$ cat src/rtl/fetch_stage.sv
// Instruction fetch front end: PC, one outstanding imem request, IF/ID register with skid.
// Define FETCH_PERF_EN to add saturating perf_fetch / perf_kill counters.
module fetch_stage #(
  parameter int          IW       = 16,
  parameter int          AW       = 8,
  parameter int unsigned RESET_PC = 0
) (
  input  logic          clk,
  input  logic          rst,
  output logic          imem_req,
  output logic [AW-1:0] imem_addr,
  input  logic [IW-1:0] imem_rdata,
  input  logic          imem_valid,
  input  logic          stall_id,
  input  logic          redirect_en,
  input  logic [AW-1:0] redirect_pc,
  output logic          id_valid,
  output logic [IW-1:0] id_instr,
  output logic [3:0]    id_op,
  output logic [AW-1:0] id_pc,
  output logic [AW-1:0] id_pc_plus1
`ifdef FETCH_PERF_EN
  ,
  output logic [15:0]   perf_fetch,
  output logic [15:0]   perf_kill
`endif
);

  localparam logic [AW-1:0] ResetPc = AW'(RESET_PC);
  localparam logic [AW-1:0] PcOne   = AW'(1);

  typedef enum logic [1:0] {
    ISSUE,
    WAIT,
    STALL
  } state_e;

  state_e        state_q, state_d;
  logic          req_q, req_d;
  logic [AW-1:0] pc_q, pc_d;
  logic          kill_q, kill_d;
  logic [IW-1:0] skid_instr_q, skid_instr_d;
  logic [AW-1:0] skid_pc_q, skid_pc_d;
  logic          id_valid_q, id_valid_d;
  logic [IW-1:0] id_instr_q, id_instr_d;
  logic [AW-1:0] id_pc_q, id_pc_d;
  logic [AW-1:0] id_pc_plus1_q, id_pc_plus1_d;

  logic          load;
  logic [IW-1:0] load_instr;
  logic [AW-1:0] load_pc;

  always_comb begin
    state_d       = state_q;
    pc_d          = pc_q;
    kill_d        = kill_q;
    skid_instr_d  = skid_instr_q;
    skid_pc_d     = skid_pc_q;
    id_valid_d    = id_valid_q;
    id_instr_d    = id_instr_q;
    id_pc_d       = id_pc_q;
    id_pc_plus1_d = id_pc_plus1_q;
    load          = 1'b0;
    load_instr    = imem_rdata;
    load_pc       = pc_q;

    case (state_q)
      ISSUE: begin
        state_d = WAIT;
      end
      WAIT: begin
        if (imem_valid) begin
          if (kill_q) begin
            kill_d  = 1'b0;
            state_d = ISSUE;
          end else if (!stall_id || !id_valid_q) begin
            load    = 1'b1;
            pc_d    = pc_q + PcOne;
            state_d = ISSUE;
          end else begin
            skid_instr_d = imem_rdata;
            skid_pc_d    = pc_q;
            state_d      = STALL;
          end
        end
      end
      STALL: begin
        if (!stall_id) begin
          load       = 1'b1;
          load_instr = skid_instr_q;
          load_pc    = skid_pc_q;
          pc_d       = pc_q + PcOne;
          state_d    = ISSUE;
        end
      end
      default: begin
        state_d = ISSUE;
      end
    endcase

    // The decoder takes the current instruction on any unstalled cycle.
    if (!stall_id) begin
      id_valid_d = 1'b0;
    end
    if (load) begin
      id_valid_d    = 1'b1;
      id_instr_d    = load_instr;
      id_pc_d       = load_pc;
      id_pc_plus1_d = load_pc + PcOne;
    end

    // Redirect wins over everything: flush IF/ID and the skid, retarget the PC.
    if (redirect_en) begin
      pc_d          = redirect_pc;
      id_valid_d    = 1'b0;
      id_instr_d    = id_instr_q;
      id_pc_d       = id_pc_q;
      id_pc_plus1_d = id_pc_plus1_q;
      skid_instr_d  = skid_instr_q;
      skid_pc_d     = skid_pc_q;
      case (state_q)
        ISSUE: begin
          state_d = WAIT;
          kill_d  = 1'b1;
        end
        WAIT: begin
          if (imem_valid) begin
            state_d = ISSUE;
            kill_d  = 1'b0;
          end else begin
            state_d = WAIT;
            kill_d  = 1'b1;
          end
        end
        default: begin
          state_d = ISSUE;
          kill_d  = 1'b0;
        end
      endcase
    end

    req_d = (state_d == ISSUE);
  end

  always_ff @(posedge clk or posedge rst) begin
    if (rst) begin
      state_q       <= ISSUE;
      req_q         <= 1'b1;
      pc_q          <= ResetPc;
      kill_q        <= 1'b0;
      skid_instr_q  <= '0;
      skid_pc_q     <= '0;
      id_valid_q    <= 1'b0;
      id_instr_q    <= '0;
      id_pc_q       <= '0;
      id_pc_plus1_q <= '0;
    end else begin
      state_q       <= state_d;
      req_q         <= req_d;
      pc_q          <= pc_d;
      kill_q        <= kill_d;
      skid_instr_q  <= skid_instr_d;
      skid_pc_q     <= skid_pc_d;
      id_valid_q    <= id_valid_d;
      id_instr_q    <= id_instr_d;
      id_pc_q       <= id_pc_d;
      id_pc_plus1_q <= id_pc_plus1_d;
    end
  end

  assign imem_req    = req_q;
  assign imem_addr   = pc_q;
  assign id_valid    = id_valid_q;
  assign id_instr    = id_instr_q;
  assign id_op       = id_instr_q[IW-1:IW-4];
  assign id_pc       = id_pc_q;
  assign id_pc_plus1 = id_pc_plus1_q;

`ifdef FETCH_PERF_EN
  logic        fetch_inc;
  logic        kill_inc;
  logic [15:0] perf_fetch_q;
  logic [15:0] perf_kill_q;

  // A kill event is any response or skid entry that will never reach IF/ID.
  assign fetch_inc = load && !redirect_en;
  assign kill_inc  = ((state_q == WAIT) && imem_valid && (kill_q || redirect_en)) ||
                     ((state_q == STALL) && redirect_en);

  always_ff @(posedge clk or posedge rst) begin
    if (rst) begin
      perf_fetch_q <= '0;
      perf_kill_q  <= '0;
    end else begin
      if (fetch_inc && (perf_fetch_q != 16'hFFFF)) begin
        perf_fetch_q <= perf_fetch_q + 16'd1;
      end
      if (kill_inc && (perf_kill_q != 16'hFFFF)) begin
        perf_kill_q <= perf_kill_q + 16'd1;
      end
    end
  end

  assign perf_fetch = perf_fetch_q;
  assign perf_kill  = perf_kill_q;
`endif

endmodule
$ cat config.mk
export PLATFORM = sky130hd
export DESIGN_NAME = fetch_stage
export DESIGN_NICKNAME = d
export VERILOG_FILES = /design/src/rtl/fetch_stage.sv
export SDC_FILE = /design/constraint.sdc
export NUM_CORES = 1
export LEC_CHECK = 0
export CORE_AREA = 2 2 84 86
export DETAILED_ROUTE_END_ITERATION = 8
export DIE_AREA = 0 0 86 88
export GPL_TIMING_DRIVEN = 0
export PLACE_DENSITY = 0.78
export SETUP_SLACK_MARGIN = 0.02
export SYNTH_ARGS = -nofsm -noshare
export SYNTH_HDL_FRONTEND = slang
export SYNTH_SLANG_ARGS = --single-unit
$ cat constraint.sdc
create_clock -name clk -period 3.15 [get_ports clk]
set_input_delay 0.7875 -clock clk [delete_from_list [all_inputs] [get_ports clk]]
set_output_delay 0.7875 -clock clk [all_outputs]
set_load 0.1 [all_outputs]
==> impl_results.md <==
* Fin nets at 410
* Register clock-pin slew on the reported worst setup and hold paths at 0.08 ns
* Antenna violations before repair at 0
* First-pass detailed-route iteration total at 4
* DRT antenna net count at 0
* Post-synthesis cell type count at 36
* Post-synthesis sequential area ratio at 0.533
* Min Hold Slack at 0.480 ns
* First DRT Iteration DRCs at 97
* Crit path top cell by count: nand2_1
* Dpl ws at -0.0480 ns
* Worst endpoint data arrival time at 3.08 ns
* Setup WS post-layout at 0.315 ns
* Synthesized flop and latch total at 69
* Max cap viols at 0
* Die Y at 88 um
* Gp weighted congestion at 0.795
* Setup CP Type: in2reg
* Commonest non-fill, non-tap cell in the layout: clkdlybuf4s50_1
* IO Count at 75
* Largest family of logic cells by synthesized area: multiplexers
* Slew @ Worst Pin at 0.998 ns
* Largest net degree at the start of global routing at 70
* Fin crit share at 0.900
* Final setup vio count at 0
* Slew Limit Fails at 0
* Tot GR Track Use at 0.202
* Syn avg cell area at 11.2 um^2
* Gr ovfl total at 0
* Core area at 6640 um^2
* Buf+Inv Stages, Crit Path at 3
* CP top delay family: buffers and inverters
* Met2 usage at 0.323
* I/O Buffers at 74
* Area Growth Syn to Fin at 31.8%
* Clock latency on the worst-skew pair at 0.35 ns
* Post-Synthesis Cell Area at 3240 um^2
* Clock sinks at 69
* Crit path required time at 3.40 ns
* Via Count at 2,407
* Cts bufs inserted at 9
* Root Driver: clkbuf_8
* WL/cell at 15.4 um
* Num rows at 30
* Post-Synth Adder-Cell Area at 0.0231
* Slowest CP cell: clkdlybuf4s50_1
* Vias/cell at 5.24
* Warning count from the yosys run at 0
* GRT met3 Usage at 0.0434
* Share of cells above drive strength 1 at 0.166
* Clock Path Buffers at 2
* Postcts setup bufs at 0
* TNS Setup at 0 ns
* Leakage at 0.00208 uW
* Compound-Gate Fraction of Synth Area at 0.0926
* Crit-path max FO at 10
* Detailed Place HPWL at 5080 um
* Max incr delay on CP at 0.56 ns
* RSZ-0062 raised after global routing: false
* Status: finished, final reports clean
* Die Area at 7570 um^2
* CTS-repair resized insts at 0
* Commonest cells after routing, fill and taps aside: clkdlybuf4s50_1 (74), dfrtp_1 (68), nand2_1 (48), o21ai_0 (37), mux2_2 (30)
* Hold WC Path Type: reg2reg
* Post-CTS Hold Buffers at 0
* Xor and xnor fraction of the mapped netlist area at 0.0243
* Gr busiest metal: met2
* Vias in the first global route at 2,395
* Wirelength, routed at 7060 um
* CTS tree: built
* Grt met1 use at 0.270
* Endpoints failing hold at 0
* Chip width at 86 um
* Antenna Cells at 0
* Mux contribution to synthesized area at 0.190
* Pwr/cell area at 1070 nW/um^2
* Min Tclk post-route at 2.84 ns
* H-tree depth at 3
* Achievable Freq at 0.353 GHz
* Worst rel slew slack at 0.332
* First-pass GRT wire length at 11,600 um
* Crit. End Element: register
* Peak supply drop at 0.721 mV
* Crit path cell chain: clkdlybuf4s50_1, nand2b_1, buf_6, buf_2, nand2_1, nand2_1, ha_1, nand3_1, or3_1, a31o_1
* # DRC at 0
* Synth Instances at 290
* Syn nets at 325
* Startpoint Class: input port
* Clk_skew at 0.0126 ns
* Simple-Gate Fraction of Synth Area at 0.102
* Starting Density at 0.488
-- tightest hold or removal path, cell delays in order (launching register included) --
cell,delay [ns]
dfrtp_1,0.34
nand2_1,0.05
o21ai_0,0.06
-- logic make-up (layout without fill, tap and decap cells) --
family | count (synthesis) | after routing
AND/OR/NAND/NOR | 75 | 75
AO/OA/AOI/OAI | 52 | 52
XOR/XNOR | 9 | 9
adder cells (fa/ha/maj) | 6 | 6
multiplexers | 57 | 57
flip-flops | 69 | 69
buffers and inverters | 22 | 111
-- registers in the layout, indices dropped and copies added, names as in the netlist --
signal        count
skid_pc_q         8
id_pc_plus1       8
imem_req          1
state_q           2
skid_instr_q     16
id_instr         16
id_pc             8
kill_q            1
id_valid          1
imem_addr         8
-- worst paths after layout --
kind / to / cells past startpoint / slack, ns / startpoint
worst max-delay path: id_pc_plus1[6] / 10 / 0.31 / stall_id
min in group asynchronous: id_instr[3] / 2 / 0.95 / rst
worst min-delay path: id_pc[6] / 2 / 0.48 / id_pc[6]
worst min register to register: id_pc[6] / 2 / 0.48 / id_pc[6]
worst max register to register: id_pc_plus1[6] / 11 / 0.61 / state_q[0]
max in group asynchronous: skid_pc_q[1] / 2 / 1.64 / rst
-- power breakdown --
part	switching (uW)	total (uW)	leakage, uW	internal [uW]
Sequential	151	1280	0.000893	1130
Clock	344	705	0.0000950	361
Combinational	2010	2590	0.00109	587
-- per-layer routing --
metal | up-vias | wire [um]
met5 | - | 0
met4 | 0 | 144
met3 | 12 | 166
met2 | 41 | 3540
met1 | 1188 | 3210
li1 | 1166 | -
-- cells in the mapped netlist, drive strengths merged --
| library cell | n | area (um^2) |
|---|---|---|
| a21oi | 3 | 15.0 |
| and3 | 2 | 12.5 |
| nand3 | 3 | 15.0 |
| o211ai | 2 | 15.0 |
| nand2b | 2 | 12.5 |
| mux2 | 31 | 353 |
| dfstp | 1 | 26.3 |
| nor3 | 4 | 25.0 |
| a21boi | 1 | 7.51 |
| buf | 13 | 81.3 |
| mux2i | 26 | 264 |
| and3b | 1 | 8.76 |
| xor2 | 4 | 35.0 |
| o2111ai | 2 | 17.5 |
| o31ai | 1 | 7.51 |
| dfrtp | 68 | 1700 |
| nor2b | 2 | 12.5 |
| inv | 3 | 11.3 |
| or3 | 1 | 6.26 |
| nor2 | 8 | 30.0 |
| a21o | 2 | 15.0 |
| clkbuf | 6 | 22.5 |
| a22o | 2 | 17.5 |
| a31o | 1 | 8.76 |
| ha | 6 | 75.1 |
| nand2 | 48 | 180 |
| xnor2 | 5 | 43.8 |
| o2111a | 1 | 11.3 |
| nand3b | 2 | 15.0 |
| o21ai | 37 | 185 |
| and2 | 2 | 12.5 |
-- area by class of cell --
cell class	count	area, um^2
inverters	3	13.8
clock inverters	6	65.1
plain buffers	19	104
well taps	80	100
fillers	517	2370
clock buffers	9	124
repair buffers	74	741
multi-input cells	199	1400
flip-flops and latches	69	1730
-- per-stage QoR --
| stage | utilization | power, uW | std cells | area [um^2] |
|---|---|---|---|---|
| floorplan | - | 3280 | 290 | 3240 |
| global placement | 0.615 | 3870 | 444 | 4090 |
| detailed placement | 0.615 | 3900 | 444 | 4090 |
| CTS | 0.644 | 4600 | 459 | 4280 |
| global route | 0.644 | 4760 | 459 | 4280 |
| finish | 0.644 | 4570 | 459 | 4280 |
Note: power is estimated with default switching activity, not from simulation.
